$ cat src/rtl/univ_shift_reg.sv
// Universal WIDTH-bit register: hold, parallel load, single-step shift/rotate,
// plus a multi-cycle burst-shift engine with busy/done status.
// Every state element advances only on enabled clock edges (clk_en high).
module univ_shift_reg #(
  parameter int unsigned             WIDTH     = 8,
  parameter logic [WIDTH-1:0]        RESET_VAL = '0,
  parameter int unsigned             AW        = $clog2(WIDTH) + 1
) (
  input  logic             clk,
  input  logic             rst_n,
  input  logic             clk_en,
  input  logic [1:0]       mode,
  input  logic             rotate,
  input  logic             ser_in,
  input  logic [WIDTH-1:0] d,
  input  logic             start,
  input  logic             dir,
  input  logic [AW-1:0]    amt,
  output logic [WIDTH-1:0] q,
  output logic             ser_out,
  output logic             busy,
  output logic             done
);

  localparam logic [1:0] ModeHold  = 2'b00;
  localparam logic [1:0] ModeLoad  = 2'b01;
  localparam logic [1:0] ModeLeft  = 2'b10;
  localparam logic [1:0] ModeRight = 2'b11;

  typedef enum logic [0:0] {StIdle, StShift} state_e;

  state_e            state_q, state_d;
  logic [AW-1:0]     cnt_q, cnt_d;
  logic              dir_q, dir_d;
  logic              rot_q, rot_d;
  logic              done_q, done_d;
  logic [WIDTH-1:0]  data_q, data_d;
  logic              sout_q, sout_d;

  // Decoded control from the FSM to the datapath
  logic              idle_start;
  logic              burst_step;
  logic              burst_last;

  // One shift step; returns {bit_out, new_value}
  function automatic logic [WIDTH:0] shift_once(input logic [WIDTH-1:0] val,
                                                input logic             right,
                                                input logic             rot,
                                                input logic             fill_in);
    logic bit_out;
    logic fill;
    bit_out = right ? val[0] : val[WIDTH-1];
    fill    = rot ? bit_out : fill_in;
    if (right) begin
      return {bit_out, fill, val[WIDTH-1:1]};
    end
    return {bit_out, val[WIDTH-2:0], fill};
  endfunction

  // FSM state register: state, burst counter and latched burst controls
  always_ff @(posedge clk or negedge rst_n) begin
    if (!rst_n) begin
      state_q <= StIdle;
      cnt_q   <= '0;
      dir_q   <= 1'b0;
      rot_q   <= 1'b0;
      done_q  <= 1'b0;
    end else begin
      state_q <= state_d;
      cnt_q   <= cnt_d;
      dir_q   <= dir_d;
      rot_q   <= rot_d;
      done_q  <= done_d;
    end
  end

  // FSM next state: accept bursts in idle, count them down in shift
  always_comb begin
    state_d    = state_q;
    cnt_d      = cnt_q;
    dir_d      = dir_q;
    rot_d      = rot_q;
    done_d     = done_q;
    idle_start = 1'b0;
    burst_step = 1'b0;
    burst_last = 1'b0;
    if (clk_en) begin
      // done is a single enabled-cycle pulse; stretched only while clk_en is low
      done_d = 1'b0;
      unique case (state_q)
        StIdle: begin
          if (start) begin
            idle_start = 1'b1;
            if (amt == '0) begin
              done_d = 1'b1;
            end else begin
              state_d = StShift;
              cnt_d   = amt;
              dir_d   = dir;
              rot_d   = rotate;
            end
          end
        end
        StShift: begin
          burst_step = 1'b1;
          cnt_d      = cnt_q - AW'(1);
          if (cnt_q == AW'(1)) begin
            burst_last = 1'b1;
            state_d    = StIdle;
            done_d     = 1'b1;
          end
        end
        default: state_d = StIdle;
      endcase
    end
  end

  // Datapath next state: burst shift, or the idle-time mode operation
  always_comb begin
    logic [WIDTH:0] shifted;
    data_d  = data_q;
    sout_d  = sout_q;
    shifted = '0;
    if (clk_en) begin
      if (burst_step) begin
        shifted = shift_once(data_q, dir_q, rot_q, ser_in);
        sout_d  = shifted[WIDTH];
        data_d  = shifted[WIDTH-1:0];
      end else if ((state_q == StIdle) && !idle_start) begin
        unique case (mode)
          ModeHold: data_d = data_q;
          ModeLoad: data_d = d;
          ModeLeft: begin
            shifted = shift_once(data_q, 1'b0, rotate, ser_in);
            sout_d  = shifted[WIDTH];
            data_d  = shifted[WIDTH-1:0];
          end
          ModeRight: begin
            shifted = shift_once(data_q, 1'b1, rotate, ser_in);
            sout_d  = shifted[WIDTH];
            data_d  = shifted[WIDTH-1:0];
          end
          default: data_d = data_q;
        endcase
      end
    end
  end

  // Datapath registers
  always_ff @(posedge clk or negedge rst_n) begin
    if (!rst_n) begin
      data_q <= RESET_VAL;
      sout_q <= 1'b0;
    end else begin
      data_q <= data_d;
      sout_q <= sout_d;
    end
  end

  // Outputs: busy follows the shift state, done is the registered pulse
  always_comb begin
    q       = data_q;
    ser_out = sout_q;
    busy    = (state_q == StShift);
    done    = done_q;
  end

  // burst_last is informational for the counter path; keep it observable to lint
  logic unused_burst_last;
  assign unused_burst_last = burst_last;

  // busy and done describe mutually exclusive phases of a burst
  always_ff @(posedge clk) begin
    if (rst_n) begin
      assert (!(busy && done)) else $error("busy and done high together");
    end
  end

endmodule

$ cat config.mk
export PLATFORM = sky130hd
export DESIGN_NAME = univ_shift_reg
export DESIGN_NICKNAME = d
export VERILOG_FILES = /design/src/rtl/univ_shift_reg.sv
export SDC_FILE = /design/constraint.sdc
export NUM_CORES = 1
export LEC_CHECK = 0
export BUFFER_PORTS_ARGS = -buffer_cell sky130_fd_sc_hd__buf_2
export CAP_MARGIN = 40
export CORE_AREA = 3 3 57 59
export CTS_CLUSTER_SIZE = 40
export DETAILED_ROUTE_END_ITERATION = 6
export DIE_AREA = 0 0 60 62
export PLACE_DENSITY_LB_ADDON = 0.25
export SYNTH_ARGS = -nofsm -noshare
export SYNTH_HDL_FRONTEND = slang
export SYNTH_SLANG_ARGS = --single-unit
$ cat constraint.sdc
create_clock -name clk -period 2.03 [get_ports clk]
set_input_delay 0.1015 -clock clk [delete_from_list [all_inputs] [get_ports clk]]
set_output_delay 0.1015 -clock clk [all_outputs]
set_load 0.01 [all_outputs]
* Word-level counts from Yosys, hierarchy flattened *
Index checks and enable logic that the tools add are counted.

word-level totals
  bits in registers = 17
  bits in latches = 0
  RAM bits = 0
  memory bits (read-only) = 0
  input port bits = 21
  output and inout bits = 11
  logic and storage cells = 63
  memories kept = 0

operators by class
  add/sub/neg operators = 1
  multipliers = 0
  div/mod/pow operators = 0
  magnitude comparators = 0
  equality and inequality tests = 7
  shifts and indexed selects = 0
  multiplexer cells = 36
  bitwise operators = 2
  reductions and logical operators = 10

operators with widths
  cell                                                                 count
  1-bit 2-to-1 mux                                                     24
  8-bit 2-to-1 mux                                                     3
  8-bit case mux with 3 select lines                                   1
  9-bit 2-to-1 mux                                                     2
  3-bit AND reduction                                                  3
  4-bit 2-to-1 mux                                                     2
  4-bit case mux with 2 select lines                                   1
  2-bit inequality test (second input constant)                        3
  1-bit case mux with 2 select lines                                   3
  2-bit == test (second input constant)                                2
  4-bit by 1-bit == test with 1-bit output (second input constant)     1
  4-bit logical NOT                                                    1
  4-bit AND reduction                                                  1
  4-bit by 1-bit subtractor with 4-bit output (second input constant)  1
  3-bit nonzero test                                                   1
  2-bit by 1-bit == test with 1-bit output (second input constant)     1
  2-bit logical NOT                                                    1
  1-bit inverter                                                       2
  2-bit nonzero test                                                   1
  1-bit logical AND                                                    1
  1-bit logical NOT                                                    1

* Depth between registers and ports, before layout *
  depth in word-level cells = 12
  gate-level depth with buffers = 6
  mapped depth without buffers = 6

* Worst setup path after synthesis *
No wires, ideal clock.

  path type = reg-to-reg
  from = register state_q (netlist: busy)
  to = register rot_q
  library setup time = 0.125 ns
  data arrival time = 1.260 ns
  required time = 1.905 ns
  path slack = 0.645 ns
  stages on the path, launching flop included = 4
  buffers on the path = 1
  clock period less this slack = 1.385 ns
  cells stage by stage = dfrtp_1 -> buf_6 -> nor3_1 -> mux2_2

between the ends
  word-level cells in the longest chain between the ends = 2

RTL lines
  element                        line  RTL
  start, declared                32    state_e state_q, state_d;
  start signal, assigned         63    state_q <= StIdle;
  start signal, assigned         69    state_q <= state_d;
  1-bit inverter                 n/a
  4-bit AND reduction (no line)  n/a
  end signal, assigned           72    rot_q <= rot_d;
  end, declared                  35    logic rot_q, rot_d;

No other way between the ends.
A chain may end at the register's enable or synchronous reset.

* Final worst setup path *
  from = register state_q (netlist: busy)
  to = register data_q[2] (netlist: q[2])

between the ends
  word-level cells in the longest chain between the ends = 6
  elaborated cells on any way between the ends = 11
  those cells by class = 1 x eq/ne; 5 x mux; 1 x bitwise; 4 x reduce/logical

RTL lines
  element                        line  RTL
  1-bit 2-to-1 mux               90    unique case (state_q)
  1-bit 2-to-1 mux               87    if (clk_en) begin
  1-bit logical NOT              129   end else if ((state_q == StIdle) && !idle_start) begin
  1-bit logical AND              129
  2-bit nonzero test (no line)   n/a
  3-bit AND reduction (no line)  n/a
  end signal, assigned           155   data_q <= data_d;
  end, declared                  37    logic [WIDTH-1:0] data_q, data_d;

Several ways; a longest one is shown, not always the timed one.

==> results.cfg <==
[logic_synthesis]
yosysTopAreaCell = dfrtp_1
post_synth_num_cell_types = 37
syn_area_per_cell_um2 = 8.646
synth_warnings = 0
synth_nets = 168
seq_area_frac_synth = 0.3393
yosysTopAreaCellShare = 0.3393
synth_area_leaders = dfrtp_1 (34%), mux2i_1 (10%), o21ai_0 (7.2%), nand2_1 (6.9%), a21oi_1 (6.0%)
synth_edf_count = 0
ys_dominant_reg_cell = dfrtp_1
synthCells = 145
synth_most_common_cell = nand2_1
netlist_top_cells_count = nand2_1 (23), o21ai_0 (18), dfrtp_1 (17), a21oi_1 (15), mux2i_1 (13)
syn_area_um2 = 1254
ys_async_sr_fraction = 1.000
synth_seq_cells = 17

[clock_tree]
max-clock-path-buffers = 2
clk_latency_ns = 0.28
cts-hold-fix-buffers = 1
clk_pin_slew_worst_paths_ns = 0.10
cts_tree = done
cts_setup_buffers = 0
cts_root_buf = clkbuf_4
postCtsResizedCells = 0
cts_sinks = 17
htreeDepth = 1
cts_buffers = 3

[routing]
drt_iter0_drc = 24
drc = 0
detail-route-antenna-nets = 0
drt_first_pass_iters = 4
wire_per_inst_um = 14.38
wirelength_um = 2933
vias = 1120
viasPerCell = 5.490

[floorplan]
fp.dieArea_um2 = 3720
pin_count = 32
num_rows = 19
die_h_um = 62
start_util = 0.4546
die_x_um = 60
coreArea_um2 = 2758

[sta]
finClkSkew_ns = 0.001750
min_period_ns = 1.676
fin_crit_sh = 0.8257
slew_headroom = 0.6382
slew_viol_final = 0
setup_tns_ns = 0
holdWs_ns = 0.01277
setup_viol = 0
rsz0062_at_grt = no
hold_violations = 0
fmax_mhz = 596.6
setup_slack_ns = 0.3539
tightestPinTransition_ns = 0.5427

[job]
maxCapViolations = 0

[power]
power_switching_mw = 0.8399
switching_share = 0.4542
internal_power_mw = 1.009
p_comb_frac = 0.472
clkPwrFrac = 0.098
seq_power_share = 0.430
ir_drop_uv = 839.8
p_per_area_nw_per_um2 = 1290
total_leakage_power_nw = 0.6640
p_total_mw = 1.849

[finish]
stdcell_area_um2 = 1434
diodes = 0
syn2layout_area_growth_pct = 14.37
nets = 197
final_util = 0.5200
stdcell_count = 204
drive_above_1_share = 0.2717

[placement]
numPlacedInstances = 199
hpwlAfterDp_um = 2160
dp_slack_ns = 0.4191
gp_congestion = 0.7929
port_buffers = 31
placed_cell_area_um2 = 1396

[setup_path]
crit_arrival_ns = 1.83
critPathKind = flop to flop
cp-start-kind = flop
worstPathRequired_ns = 2.19
cp_max_fo = 15
worstSetupEndpointType = flop

[global_route]
grt_max_degree = 18
grt_antenna_before_repair = 0
grtUsageTotal = 0.1717
grt_pass1_wl_um = 4864
grt_pass1_vias = 1019
grt-ovfl-total = 0

[hold_path]
hold_path.class = primary input to flop

[outcome]
status = complete, no violations
==> layout by cell type (no fill, tap or decap), types with 2 or more instances in the layout <==
cell / instances
clkbuf_4: 3
a22o_1: 3
mux2i_1: 13
a21oi_1: 15
o21ai_0: 18
a211o_1: 2
dfrtp_1: 17
inv_1: 5
nor2b_1: 2
nand2_1: 23
nor2_1: 11
ha_1: 2
a21oi_2: 2
nor3_1: 2
mux2_2: 3
buf_2: 31
==> power groups by stage <==
stage	combinational [mW]	sequential (mW)	clock, mW
5_1_grt	0.998	0.827	0.210
6_report	0.872	0.796	0.181
2_1_floorplan	0.671	0.730	0
3_3_place_gp	0.857	0.780	0
4_1_cts	0.883	0.794	0.192
3_5_place_dp	0.873	0.803	0
==> worst paths after layout <==
kind | from | to | slack [ns] | cells past startpoint
hold reg to reg | done | done | 0.53 | 2
setup reg to reg | busy | q[2] | 0.35 | 4
setup / recovery | busy | q[2] | 0.35 | 4
max in group asynchronous | rst_n | cnt_q[3] | 1.48 | 2
hold / removal | dir | dir_q | 0.01 | 3
min in group asynchronous | rst_n | q[1] | 0.26 | 2
==> layout make-up <==
type / count / area, um2
fillers: 280 / 1324
multi-input cells: 114 / 752.0
flip-flops and latches: 17 / 425.4
repair buffers: 32 / 165.2
well taps: 31 / 38.79
inverters: 6 / 25.02
clock buffers: 3 / 22.52
clock inverters: 1 / 5.005
==> routing by layer <==
metal / GRT usage / vias to the layer above / wire [um]
met5: 0 / - / 0
li1: - / 579 / -
met2: 0.2608 / 25 / 1306
met1: 0.2576 / 514 / 1459
met3: 0.02479 / 2 / 152
met4: 0.03797 / 0 / 14
==> logic make-up (layout without fill, tap and decap cells) <==
family / Yosys count / after routing / share of synthesized area
flops: 17 / 17 / 0.3393
buf+inv: 14 / 42 / 0.06088
mux: 16 / 16 / 0.1307
simple gates: 45 / 45 / 0.1876
fa+ha+maj: 2 / 2 / 0.01996
compound gates: 51 / 51 / 0.2615
==> flip-flops by register name, indices dropped and copies added (netlist names) <==
signal	count
ser_out	1
cnt_q	4
dir_q	1
done	1
rot_q	1
busy	1
q	8
==> worst max-delay path: stages, from the launching register on <==
cell and delay, ns:
dfrtp_1 0.70, and2_1 0.47, o211ai_1 0.16, o21ai_0 0.11
o21ai_0 0.11
(Power assumes the default switching activity.)
